===== src/rtl/rt_gray2bin_arb.sv =====
// Round-robin arbiter sharing one Gray-to-binary converter among several requesters.
// States: IDLE | wait for a request, grant and capture; CONV | convert captured word; HOLD | present result until ready.
module rt_gray2bin_arb #(
  parameter int PARAM_BIT_NUM = 4,
  parameter int PARAM_REQ_NUM = 4,
  parameter int PARAM_ID_W    = $clog2(PARAM_REQ_NUM)
) (
  input  logic                                   rt_i_clk,
  input  logic                                   rt_i_rst_n,
  input  logic [PARAM_REQ_NUM-1:0]               rt_i_req,
  input  logic [PARAM_REQ_NUM*PARAM_BIT_NUM-1:0] rt_i_gray,
  output logic [PARAM_REQ_NUM-1:0]               rt_o_gnt,
  output logic                                   rt_o_valid,
  output logic [PARAM_BIT_NUM-1:0]               rt_o_bin,
  output logic [PARAM_ID_W-1:0]                  rt_o_id,
  input  logic                                   rt_i_ready
);

  typedef enum logic [1:0] {
    ST_IDLE = 2'd0,
    ST_CONV = 2'd1,
    ST_HOLD = 2'd2
  } state_t;

  state_t                   r_state;
  logic [PARAM_ID_W-1:0]    r_rr_ptr;
  logic [PARAM_BIT_NUM-1:0] r_gray;
  logic [PARAM_REQ_NUM-1:0] r_gnt;
  logic                     r_valid;
  logic [PARAM_BIT_NUM-1:0] r_bin;
  logic [PARAM_ID_W-1:0]    r_id;

  state_t                   w_state_nxt;
  logic [PARAM_ID_W-1:0]    w_ptr_nxt;
  logic [PARAM_BIT_NUM-1:0] w_gray_nxt;
  logic [PARAM_REQ_NUM-1:0] w_gnt_nxt;
  logic                     w_valid_nxt;
  logic [PARAM_BIT_NUM-1:0] w_bin_nxt;
  logic [PARAM_ID_W-1:0]    w_id_nxt;

  logic                     w_found;
  logic [PARAM_ID_W-1:0]    w_win;
  logic [PARAM_BIT_NUM-1:0] w_bin_conv;

  function automatic logic [PARAM_ID_W-1:0] f_wrap(input int a);
    f_wrap = PARAM_ID_W'((a >= PARAM_REQ_NUM) ? a - PARAM_REQ_NUM : a);
  endfunction

  // First requesting index at or after the pointer, wrapping past N-1.
  always_comb begin : p_arb
    w_found = 1'b0;
    w_win   = '0;
    for (int i = 0; i < PARAM_REQ_NUM; i++) begin
      if (!w_found && rt_i_req[f_wrap(int'(r_rr_ptr) + i)]) begin
        w_found = 1'b1;
        w_win   = f_wrap(int'(r_rr_ptr) + i);
      end
    end
  end

  // Binary bit i is the XOR of all Gray bits from the MSB down to i.
  always_comb begin : p_conv
    w_bin_conv = '0;
    for (int i = 0; i < PARAM_BIT_NUM; i++) begin
      w_bin_conv[i] = ^(r_gray >> i);
    end
  end

  always_comb begin : p_next
    w_state_nxt = r_state;
    w_ptr_nxt   = r_rr_ptr;
    w_gray_nxt  = r_gray;
    w_gnt_nxt   = r_gnt;
    w_valid_nxt = r_valid;
    w_bin_nxt   = r_bin;
    w_id_nxt    = r_id;
    case (r_state)
      ST_IDLE: begin
        w_gnt_nxt = '0;
        if (w_found) begin
          w_gnt_nxt   = PARAM_REQ_NUM'(1) << w_win;
          w_gray_nxt  = rt_i_gray[int'(w_win)*PARAM_BIT_NUM +: PARAM_BIT_NUM];
          w_id_nxt    = w_win;
          w_ptr_nxt   = f_wrap(int'(w_win) + 1);
          w_state_nxt = ST_CONV;
        end
      end
      ST_CONV: begin
        w_gnt_nxt   = '0;
        w_bin_nxt   = w_bin_conv;
        w_valid_nxt = 1'b1;
        w_state_nxt = ST_HOLD;
      end
      ST_HOLD: begin
        if (r_valid && rt_i_ready) begin
          w_valid_nxt = 1'b0;
          w_state_nxt = ST_IDLE;
        end
      end
      default: begin
        w_gnt_nxt   = '0;
        w_valid_nxt = 1'b0;
        w_state_nxt = ST_IDLE;
      end
    endcase
  end

  always_ff @(posedge rt_i_clk or negedge rt_i_rst_n) begin : p_regs
    if (!rt_i_rst_n) begin
      r_state  <= ST_IDLE;
      r_rr_ptr <= '0;
      r_gray   <= '0;
      r_gnt    <= '0;
      r_valid  <= 1'b0;
      r_bin    <= '0;
      r_id     <= '0;
    end else begin
      r_state  <= w_state_nxt;
      r_rr_ptr <= w_ptr_nxt;
      r_gray   <= w_gray_nxt;
      r_gnt    <= w_gnt_nxt;
      r_valid  <= w_valid_nxt;
      r_bin    <= w_bin_nxt;
      r_id     <= w_id_nxt;
    end
  end

  assign rt_o_gnt   = r_gnt;
  assign rt_o_valid = r_valid;
  assign rt_o_bin   = r_bin;
  assign rt_o_id    = r_id;

endmodule


===== config.mk =====
export PLATFORM = sky130hd
export DESIGN_NAME = rt_gray2bin_arb
export DESIGN_NICKNAME = d
export VERILOG_FILES = /design/src/rtl/rt_gray2bin_arb.sv
export SDC_FILE = /design/constraint.sdc
export NUM_CORES = 1
export LEC_CHECK = 0
export BUFFER_PORTS_ARGS = -buffer_cell sky130_fd_sc_hd__clkbuf_2
export CAP_MARGIN = 15
export CORE_MARGIN = 4
export CORE_UTILIZATION = 48
export CTS_CLUSTER_SIZE = 24
export DETAILED_ROUTE_END_ITERATION = 10
export MAX_ROUTING_LAYER = met4
export PLACE_DENSITY = 0.86
export SYNTH_ARGS = -nofsm -noshare
export SYNTH_HDL_FRONTEND = slang
export SYNTH_SLANG_ARGS = --single-unit

===== constraint.sdc =====
create_clock -name rt_i_clk -period 2.18 [get_ports rt_i_clk]
set_clock_uncertainty 0.15 [all_clocks]
set_input_delay 0.218 -clock rt_i_clk [delete_from_list [all_inputs] [get_ports rt_i_clk]]
set_output_delay 0.218 -clock rt_i_clk [all_outputs]
set_load 0.02 [all_outputs]

Word level (Yosys, flattened, before mapping)
Index checks and enable logic that the tools add are counted.
{"block": "totals", "ff_bits": 19, "latch_bits": 0, "ramBits": 0, "rom_bits": 0, "input_bits": 23, "output_inout_bits": 11, "wordCells": 75, "memories": 0}
{"block": "classes", "addsub": 9, "n_mul": 0, "div": 0, "n_lt_le_gt_ge": 9, "eq_ne": 4, "shifts": 2, "n_mux": 28, "bitwise": 1, "n_reduce_logical": 15}
{"cell": "2-bit 2-to-1 mux", "n": 11}
{"cell": "4-bit parity", "n": 4}
{"cell": "16-bit by 5-bit indexed part select with 4-bit output", "n": 1}
{"cell": "3-bit >= comparator, second input constant", "n": 4}
{"cell": "2-bit by 3-bit < comparator with 1-bit output, second input constant", "n": 4}
{"cell": "2-bit by 1-bit subtractor with 2-bit output, second input constant", "n": 5}
{"cell": "1-bit 2-to-1 mux", "n": 9}
{"cell": "1-bit binary-select mux with 2-bit select", "n": 4}
{"cell": "4-bit case mux with 2 select lines", "n": 1}
{"cell": "2-bit by 1-bit adder with 3-bit output, second input constant", "n": 2}
{"cell": "2-bit by 2-bit adder with 3-bit output, second input constant", "n": 2}
{"cell": "2-bit case mux with 3 select lines", "n": 1}
{"cell": "2-bit AND reduction", "n": 3}
{"cell": "1-bit logical AND", "n": 4}
{"cell": "4-bit 2-to-1 mux", "n": 1}
{"cell": "2-bit != test, second input constant", "n": 2}
{"cell": "1-bit by 2-bit left shift with 4-bit output, first input constant", "n": 1}
{"cell": "2-bit by 3-bit >= comparator with 1-bit output, second input constant", "n": 1}
{"cell": "1-bit zero test", "n": 3}
{"cell": "1-bit case mux with 3 select lines", "n": 1}
{"cell": "2-bit by 1-bit == test with 1-bit output, second input constant", "n": 1}
{"cell": "2-bit == test, second input constant", "n": 1}
{"cell": "2-bit zero test", "n": 1}
{"cell": "1-bit NOT", "n": 1}

Longest topological paths before layout
Gate-level depths: netlist (run 1).
{"block": "logic_depth", "word_depth": 17, "mapped_depth": 6, "mapped_depth_nobuf": 5}

Worst setup path before layout (run 1)
No wires, ideal clock.
{"block": "synth_path", "kind": "flip-flop to flip-flop", "start": "register r_rr_ptr[1]", "end": "register r_gray[1]", "setup_ns": 0.126, "t_arrival_ns": 1.561, "required_time_ns": 1.904, "slack_ns": 0.343, "stages_incl_launch_ff": 7, "path_buffers": 1, "period_less_slack_ns": 1.837, "cell_sequence": "dfrtp_1 -> buf_6 -> mux2i_1 -> o2bb2ai_2 -> nor2_4 -> mux2_2 -> a221o_1"}
{"block": "synth_via", "elab_chain_len": 15, "word_cells_on_any_way": 39, "classes_between": "add/sub (7); order compare (4); shift (1); mux (20); reduce/logical (7)"}
{"item": "from (decl)", "line_no": "26", "rtl": "logic [PARAM_ID_W-1:0] r_rr_ptr;"}
{"item": "from (signal assigned)", "line_no": "119", "rtl": "r_rr_ptr <= w_ptr_nxt;"}
{"item": "branches (longest 15 deep; another with 2-bit by 1-bit adder with 3-bit output)"}
{"item": "to (signal assigned)", "line_no": "120", "rtl": "r_gray <= w_gray_nxt;"}
{"item": "to (decl)", "line_no": "27", "rtl": "logic [PARAM_BIT_NUM-1:0] r_gray;"}
Parallel ways; which one is timed is not known. The select of a mux whose other input is x is not followed.
A chain may end at the register's enable or synchronous reset.

Worst setup path in the final report (run 1)
{"block": "layout_path", "start": "register r_rr_ptr[1]", "end": "register r_gray[2]"}
Same word-level chain as after synthesis.

==> impl_metrics.env, run 1 <==
export IMPL_syn_avg_cell_area_um2=10.1
export IMPL_synth_ff_type="dfrtp_1"
export IMPL_cts_tree="built"
export IMPL_wl_per_cell_um=14.4
export IMPL_ir_drop_mv=0.665
export IMPL_finalSetupTns_ps=0
export IMPL_run_status="completed"
export IMPL_dr_pass1_iters=4
export IMPL_drv_slew=0
export IMPL_max_cap_violations=0
export IMPL_critical_path_reg2reg_endpoint="r_gray[2]$_DFFE_PN0P_"
export IMPL_crit_fanout=9
export IMPL_filler_cell_count=181
export IMPL_post_route_period_util_pct=91.1
export IMPL_power_density_cell_area_nw_per_um2=1430
export IMPL_synth_cell_types=35
export IMPL_worst_hold_path_type="input pin to flop"
export IMPL_finalSetupViolations=0
export IMPL_drive_gt1_share_pct=34.3
export IMPL_overflow=0
export IMPL_layout_commonest_cell="clkbuf_2"
export IMPL_clockRootBuffer="clkbuf_4"
export IMPL_groute_usage_overall_pct=18.0
export IMPL_final_wl_mm=2.33
export IMPL_antenna_left=0
export IMPL_clock_latency_on_the_worst_skew_pair_ps=300
export IMPL_number_of_hold_violations_in_the_final_report=0
export IMPL_synth_edff_count=0
export IMPL_port_buffers=33
export IMPL_ctsLongestPathBuffers=2
export IMPL_critPathKind="flop to flop"
export IMPL_crit_required_ps=2220
export IMPL_synthCells=97
export IMPL_critPathCapture="r_gray[2]$_DFFE_PN0P_"
export IMPL_place_detailed_instances=155
export IMPL_grt_pass1_wl_mm=3.50
export IMPL_startpoint="r_rr_ptr[1]$_DFFE_PN0P_"
export IMPL_chipHeight_um=53.3
export IMPL_cts_clk_slew_worst_paths_ps=110
export IMPL_max_clock_freq_mhz=504
export IMPL_postSynthRegisterBits=19
export IMPL_vias_in_the_first_global_route=811
export IMPL_initial_core_util_pct=50.1
export IMPL_number_of_antenna_violations_at_the_first_check_in_global_routing=0
export IMPL_clkSinkCount=19
export IMPL_grt_start_max_net_pins=20
export IMPL_routed_vias=896
export IMPL_rsz0062_at_grt="false"
export IMPL_fin_area_um2=1220
export IMPL_cts_inserted_buffers=3
export IMPL_max_slew_worst_pin_slew_ps=464
export IMPL_dpl_cell_area_um2=1170
export IMPL_ff2ff_path_depth=5
export IMPL_instances_no_fill=161
export IMPL_post_route_min_period_ps=1990
export IMPL_cell_area_after_synthesis_um2=983
export IMPL_chipWidth_um=53.3
export IMPL_areaGrowthSynthToFinish_pct=23.8
export IMPL_htree_num_levels=1
export IMPL_synthArstFlopShare_pct=100
export IMPL_detailedPlacementHpwl_mm=1.79
export IMPL_post_route_drc_count=0
export IMPL_synth_warnings=0
export IMPL_die_area_um2=2840
export IMPL_gp_routability_congestion=0.760
export IMPL_reg2reg_slack_ps=190
export IMPL_worst_endpoint_arrival_ps=2030
export IMPL_critical_path_reg2reg_startpoint="r_rr_ptr[1]$_DFFE_PN0P_"
export IMPL_synth_fp_nets=120
export IMPL_design_final_nets=158
export IMPL_floorplan_core_area_um2=1960
export IMPL_layout_cells_most_common_list="clkbuf_2, dfrtp_1, nand2_1"
export IMPL_synth_sequential_area_ratio_pct=48.3
export IMPL_route_detailed_vias_per_inst=5.57
export IMPL_antenna_cells_inserted=0
export IMPL_p_leak_uw=0.000609
export IMPL_std_cell_rows=16
export IMPL_max_slew_margin_pct=69.1
export IMPL_pin_count=34
export IMPL_worst_setup_path_start_kind="flop"
export IMPL_crit_end_element="flop"
export IMPL_post_cts_buffers=0
export IMPL_initialDrtViolationCount=20
cell families (layout without fill, tap and decap cells):
| family | after synthesis | count (layout) | synth area share (%) |
|---|---|---|---|
| muxes | 6 | 6 | 6.49 |
| DFF | 19 | 19 | 48.3 |
| and+or+nand+nor | 35 | 35 | 19.0 |
| buffers and inverters | 5 | 42 | 2.80 |
| xor gates and xnor gates | 4 | 4 | 3.56 |
| AOI/OAI and AO/OA | 28 | 28 | 19.8 |
worst min path at each step:
| stage | start | endpoint | slack (ps) | cells after the start |
|---|---|---|---|---|
| floorplan | rt_i_rst_n | r_gray[0]$_DFFE_PN0P_ | -230 | 0 |
| global placement | rt_i_rst_n | rt_o_id[1]$_DFFE_PN0P_ | 40 | 1 |
| detailed placement | rt_i_rst_n | rt_o_valid$_DFFE_PN0P_ | 50 | 1 |
| CTS | rt_i_ready | r_state[1]$_DFFE_PN0P_ | 20 | 4 |
| global route | rt_i_gray[10] | r_gray[2]$_DFFE_PN0P_ | 10 | 2 |
| finish | rt_i_ready | r_state[1]$_DFFE_PN0P_ | 30 | 4 |
critical path, cell delays in order (launching register included):
cell       delay [ps]
dfrtp_1           480
mux2i_1           160
o2bb2ai_2         180
nor2_4            220
mux2_2            370
a221o_1           310
flip-flops by register name, indices dropped and copies added (netlist names):
| name | flops |
|---|---|
| rt_o_valid | 1 |
| r_rr_ptr | 2 |
| rt_o_bin | 4 |
| rt_o_gnt | 4 |
| r_gray | 4 |
| rt_o_id | 2 |
| r_state | 2 |
Yosys cell counts (2+ instances only):
cell       n  area share [%]
o21ai_0   10             5.1
a21o_1     2             1.5
nand2_1   16             6.1
o21a_1     2             1.5
mux2_2     3             3.4
a22o_1     3             2.7
dfrtp_1   19              48
a21oi_1    3             1.5
nand2b_1   4             2.5
mux2i_1    3             3.1
a221o_1    3             3.1
xor2_1     3             2.7
nor2_1     4             1.5
layer usage:
| metal | wire length, um | global-route usage (%) | part of all wire, % | vias to the layer above |
|---|---|---|---|---|
| met1 | 920 | 18.9 | 40 | 436 |
| met5 | 0 | - | 0 | - |
| li1 | - | - | - | 423 |
| met4 | 76 | 8.94 | 3.3 | 0 |
| met3 | 89 | 3.10 | 3.8 | 9 |
| met2 | 1240 | 32.0 | 53 | 28 |
repair_timing:
action / CTS / global route
endpoints found under the hold margin: 20 / 0
endpoints found under the setup margin: 0 / 0
resized for setup: 0 / 0
hold buffers: 2 / 0
area by class of cell:
cell class              instances  area, um2  share of cell area [%]
clock buffers                   3       22.5                    1.85
clock inverters                 1       5.00                   0.411
inverters                       2       7.51                   0.617
multi-input cells              73        480                    39.5
flip-flops and latches         19        475                    39.1
well taps                      27       33.8                    2.77
repair buffers                 36        193                    15.8
power by group:
part,switching [uW],total (uW),internal (uW)
clock network,112,181,68.5
logic,523,902,379
registers,136,661,525
total,771,1740,973
through the flow:
stage                     hold slack [ps]  power, uW  utilization, %  setup slack, ps
after floorplan                      -228       1330               -              343
after global placement               38.5       1520            59.6              306
after detailed placement             48.2       1570            59.6              218
after CTS                            17.3       1760            62.1              207
after global routing                 14.5       1870            62.1              137
final                                25.4       1740            62.1              194
No activity file was read; power rests on OpenSTA's default activity.
==> run 2, diff against run 1 <==
==> constraint.sdc (replaced) <==
create_clock -name rt_i_clk -period 2.2 [get_ports rt_i_clk]
set_clock_uncertainty 0.15 [all_clocks]
set_input_delay 0.22 -clock rt_i_clk [delete_from_list [all_inputs] [get_ports rt_i_clk]]
set_output_delay 0.22 -clock rt_i_clk [all_outputs]
set_load 0.02 [all_outputs]
==> run 2 against run 1 <==
  * Final cell count increased by 0.62%
  * Design area is 0.82% higher
  * Global-route usage is 0.38 points lower
  * Power is 1.3% lower
  * Worst hold slack better by 11 ps
  * Fmax grew 0.61%
  * Utilization is 0.51 points higher
  * Highest routed layer unchanged
==> impl_metrics.env, run 2 (synthesized netlist as in run 1, its figures left out) <==
export IMPL_grt_start_max_net_pins=20
export IMPL_detailedPlacementHpwl_mm=1.69
export IMPL_crit_fanout=7
export IMPL_p_leak_uw=0.000613
export IMPL_postCtsResizedCells=0
export IMPL_worst_hold_path_type="input pin to flop"
export IMPL_combined_area_of_the_multi_input_logic_cells_um2=480
export IMPL_worst_path_max_delay_cell="dfrtp_1"
export IMPL_std_cell_rows=16
export IMPL_layout_cells_most_common_list="clkbuf_2, dfrtp_1, nand2_1"
export IMPL_worst_endpoint_arrival_ps=2010
export IMPL_post_route_period_util_pct=89.7
export IMPL_initialDrtViolationCount=18
export IMPL_drive_gt1_share_pct=34.1
export IMPL_dr_pass1_iters=4
export IMPL_post_route_drc_count=0
export IMPL_ff2ff_path_depth=5
export IMPL_filler_cell_count=179
export IMPL_worst_hold_startpoint="rt_i_ready"
export IMPL_crit_required_ps=2240
export IMPL_max_clock_freq_mhz=507
export IMPL_rsz0062_at_grt="false"
export IMPL_finalSetupViolations=0
export IMPL_wl_per_cell_um=14.2
export IMPL_hold_path_end="r_state[1]$_DFFE_PN0P_"
export IMPL_power_density_cell_area_nw_per_um2=1400
export IMPL_run_status="completed"
export IMPL_fin_worst_hold_slack_ps=36.8
export IMPL_clockRootBuffer="clkbuf_4"
export IMPL_cell_by_cell_trace_of_the_critical_path="mux2i_1 -> o2bb2ai_2 -> nor2_4 -> mux2_2 -> a221o_1"
export IMPL_port_buffers=33
export IMPL_crit_end_element="flop"
export IMPL_cts_clk_slew_worst_paths_ps=110
export IMPL_design_final_nets=159
export IMPL_route_detailed_vias_per_inst=5.19
export IMPL_chipWidth_um=53.3
export IMPL_number_of_hold_violations_in_the_final_report=0
export IMPL_post_route_min_period_ps=1970
export IMPL_critical_path_reg2reg_endpoint="r_gray[1]$_DFFE_PN0P_"
export IMPL_drv_slew=0
export IMPL_antenna_left=0
export IMPL_grt_pass1_wl_mm=3.51
export IMPL_overflow=0
export IMPL_worst_setup_path_start_kind="flop"
export IMPL_cts_inserted_buffers=3
export IMPL_groute_usage_overall_pct=17.6
export IMPL_gp_routability_congestion=0.758
export IMPL_finalSetupTns_ps=0
export IMPL_number_of_antenna_violations_at_the_first_check_in_global_routing=0
export IMPL_antenna_cells_inserted=0
export IMPL_die_area_um2=2840
export IMPL_max_slew_worst_pin_slew_ps=479
export IMPL_layout_area_seq_um2=475
export IMPL_pin_count=34
export IMPL_ir_drop_mv=0.703
export IMPL_areaGrowthSynthToFinish_pct=24.8
export IMPL_initial_core_util_pct=50.1
export IMPL_final_wl_mm=2.30
export IMPL_worst_hold_path_num_cells=4
export IMPL_htree_num_levels=1
export IMPL_clock_latency_on_the_worst_skew_pair_ps=290
export IMPL_max_cap_violations=0
export IMPL_routed_vias=841
export IMPL_chipHeight_um=53.3
export IMPL_critPathKind="flop to flop"
export IMPL_ctsLongestPathBuffers=2
export IMPL_cts_tree="built"
export IMPL_critical_path_reg2reg_startpoint="r_rr_ptr[0]$_DFFE_PN0P_"
export IMPL_timing_critical_path_slowest_cell_delay_ps=510
export IMPL_layout_commonest_cell="clkbuf_2"
export IMPL_vias_in_the_first_global_route=834
export IMPL_post_cts_buffers=0
export IMPL_max_slew_margin_pct=68.1
export IMPL_clkSinkCount=19
export IMPL_floorplan_core_area_um2=1960
export IMPL_reg2reg_slack_ps=230
export IMPL_cts_hold_buf=2
run 2: cell count changes in the layout (fill, tap and decap cells not counted), sizes merged:
cell,change
dlygate4sd3,+1
run 2: how the worst max path moves through the flow:
stage,start,to,slack (ps),cells past startpoint
2_1_floorplan,r_rr_ptr[1]$_DFFE_PN0P_,r_gray[1]$_DFFE_PN0P_,360,6
4_1_cts,r_rr_ptr[1]$_DFFE_PN0P_,r_gray[1]$_DFFE_PN0P_,250,5
5_1_grt,r_rr_ptr[1]$_DFFE_PN0P_,r_gray[1]$_DFFE_PN0P_,150,5
3_3_place_gp,r_rr_ptr[1]$_DFFE_PN0P_,r_gray[2]$_DFFE_PN0P_,330,5
6_report,r_rr_ptr[0]$_DFFE_PN0P_,r_gray[1]$_DFFE_PN0P_,230,5
3_5_place_dp,rt_i_req[0],r_gray[1]$_DFFE_PN0P_,270,6
run 2: layer usage:
layer	GRT usage, %	vias up	share of wire (%)
li1	-	425	-
met1	20.0	399	42
met2	31.4	15	55
met3	2.82	2	2.5
met4	5.53	0	0.74
met5	-	-	0
run 2: final cells by class:
type / instances / share of cell area, %
clock buffer: 3 / 1.83
clock inverter: 1 / 0.408
inverter: 2 / 0.612
multi-input combinational: 73 / 39.1
sequential: 19 / 38.7
tap: 27 / 2.75
timing repair buffer: 37 / 16.5
run 2: report_power, final:
group          total (uW)  leakage (uW)  switching (uW)  internal [uW]
registers             657      0.000234             137            520
clock network         177     0.0000177             109           67.6
logic                 888      0.000361             511            376
run 2: per-stage QoR:
| step | cell area [um2] | utilization (%) | setup slack, ps | std cells | total power (uW) |
|---|---|---|---|---|---|
| floorplan | 983 | - | 363 | 97 | 1310 |
| global placement | 1170 | 59.6 | 331 | 155 | 1510 |
| detailed placement | 1170 | 59.6 | 272 | 155 | 1540 |
| CTS | 1220 | 62.1 | 251 | 161 | 1730 |
| global route | 1230 | 62.6 | 153 | 162 | 1870 |
| finish | 1230 | 62.6 | 226 | 162 | 1720 |
run 2: worst max-delay path, delay by kind of cell (launching register included):
kind	cells	cell delay (ps)
and+or+nand+nor	1	220
DFF	1	510
muxes	2	500
AOI/OAI and AO/OA	2	490
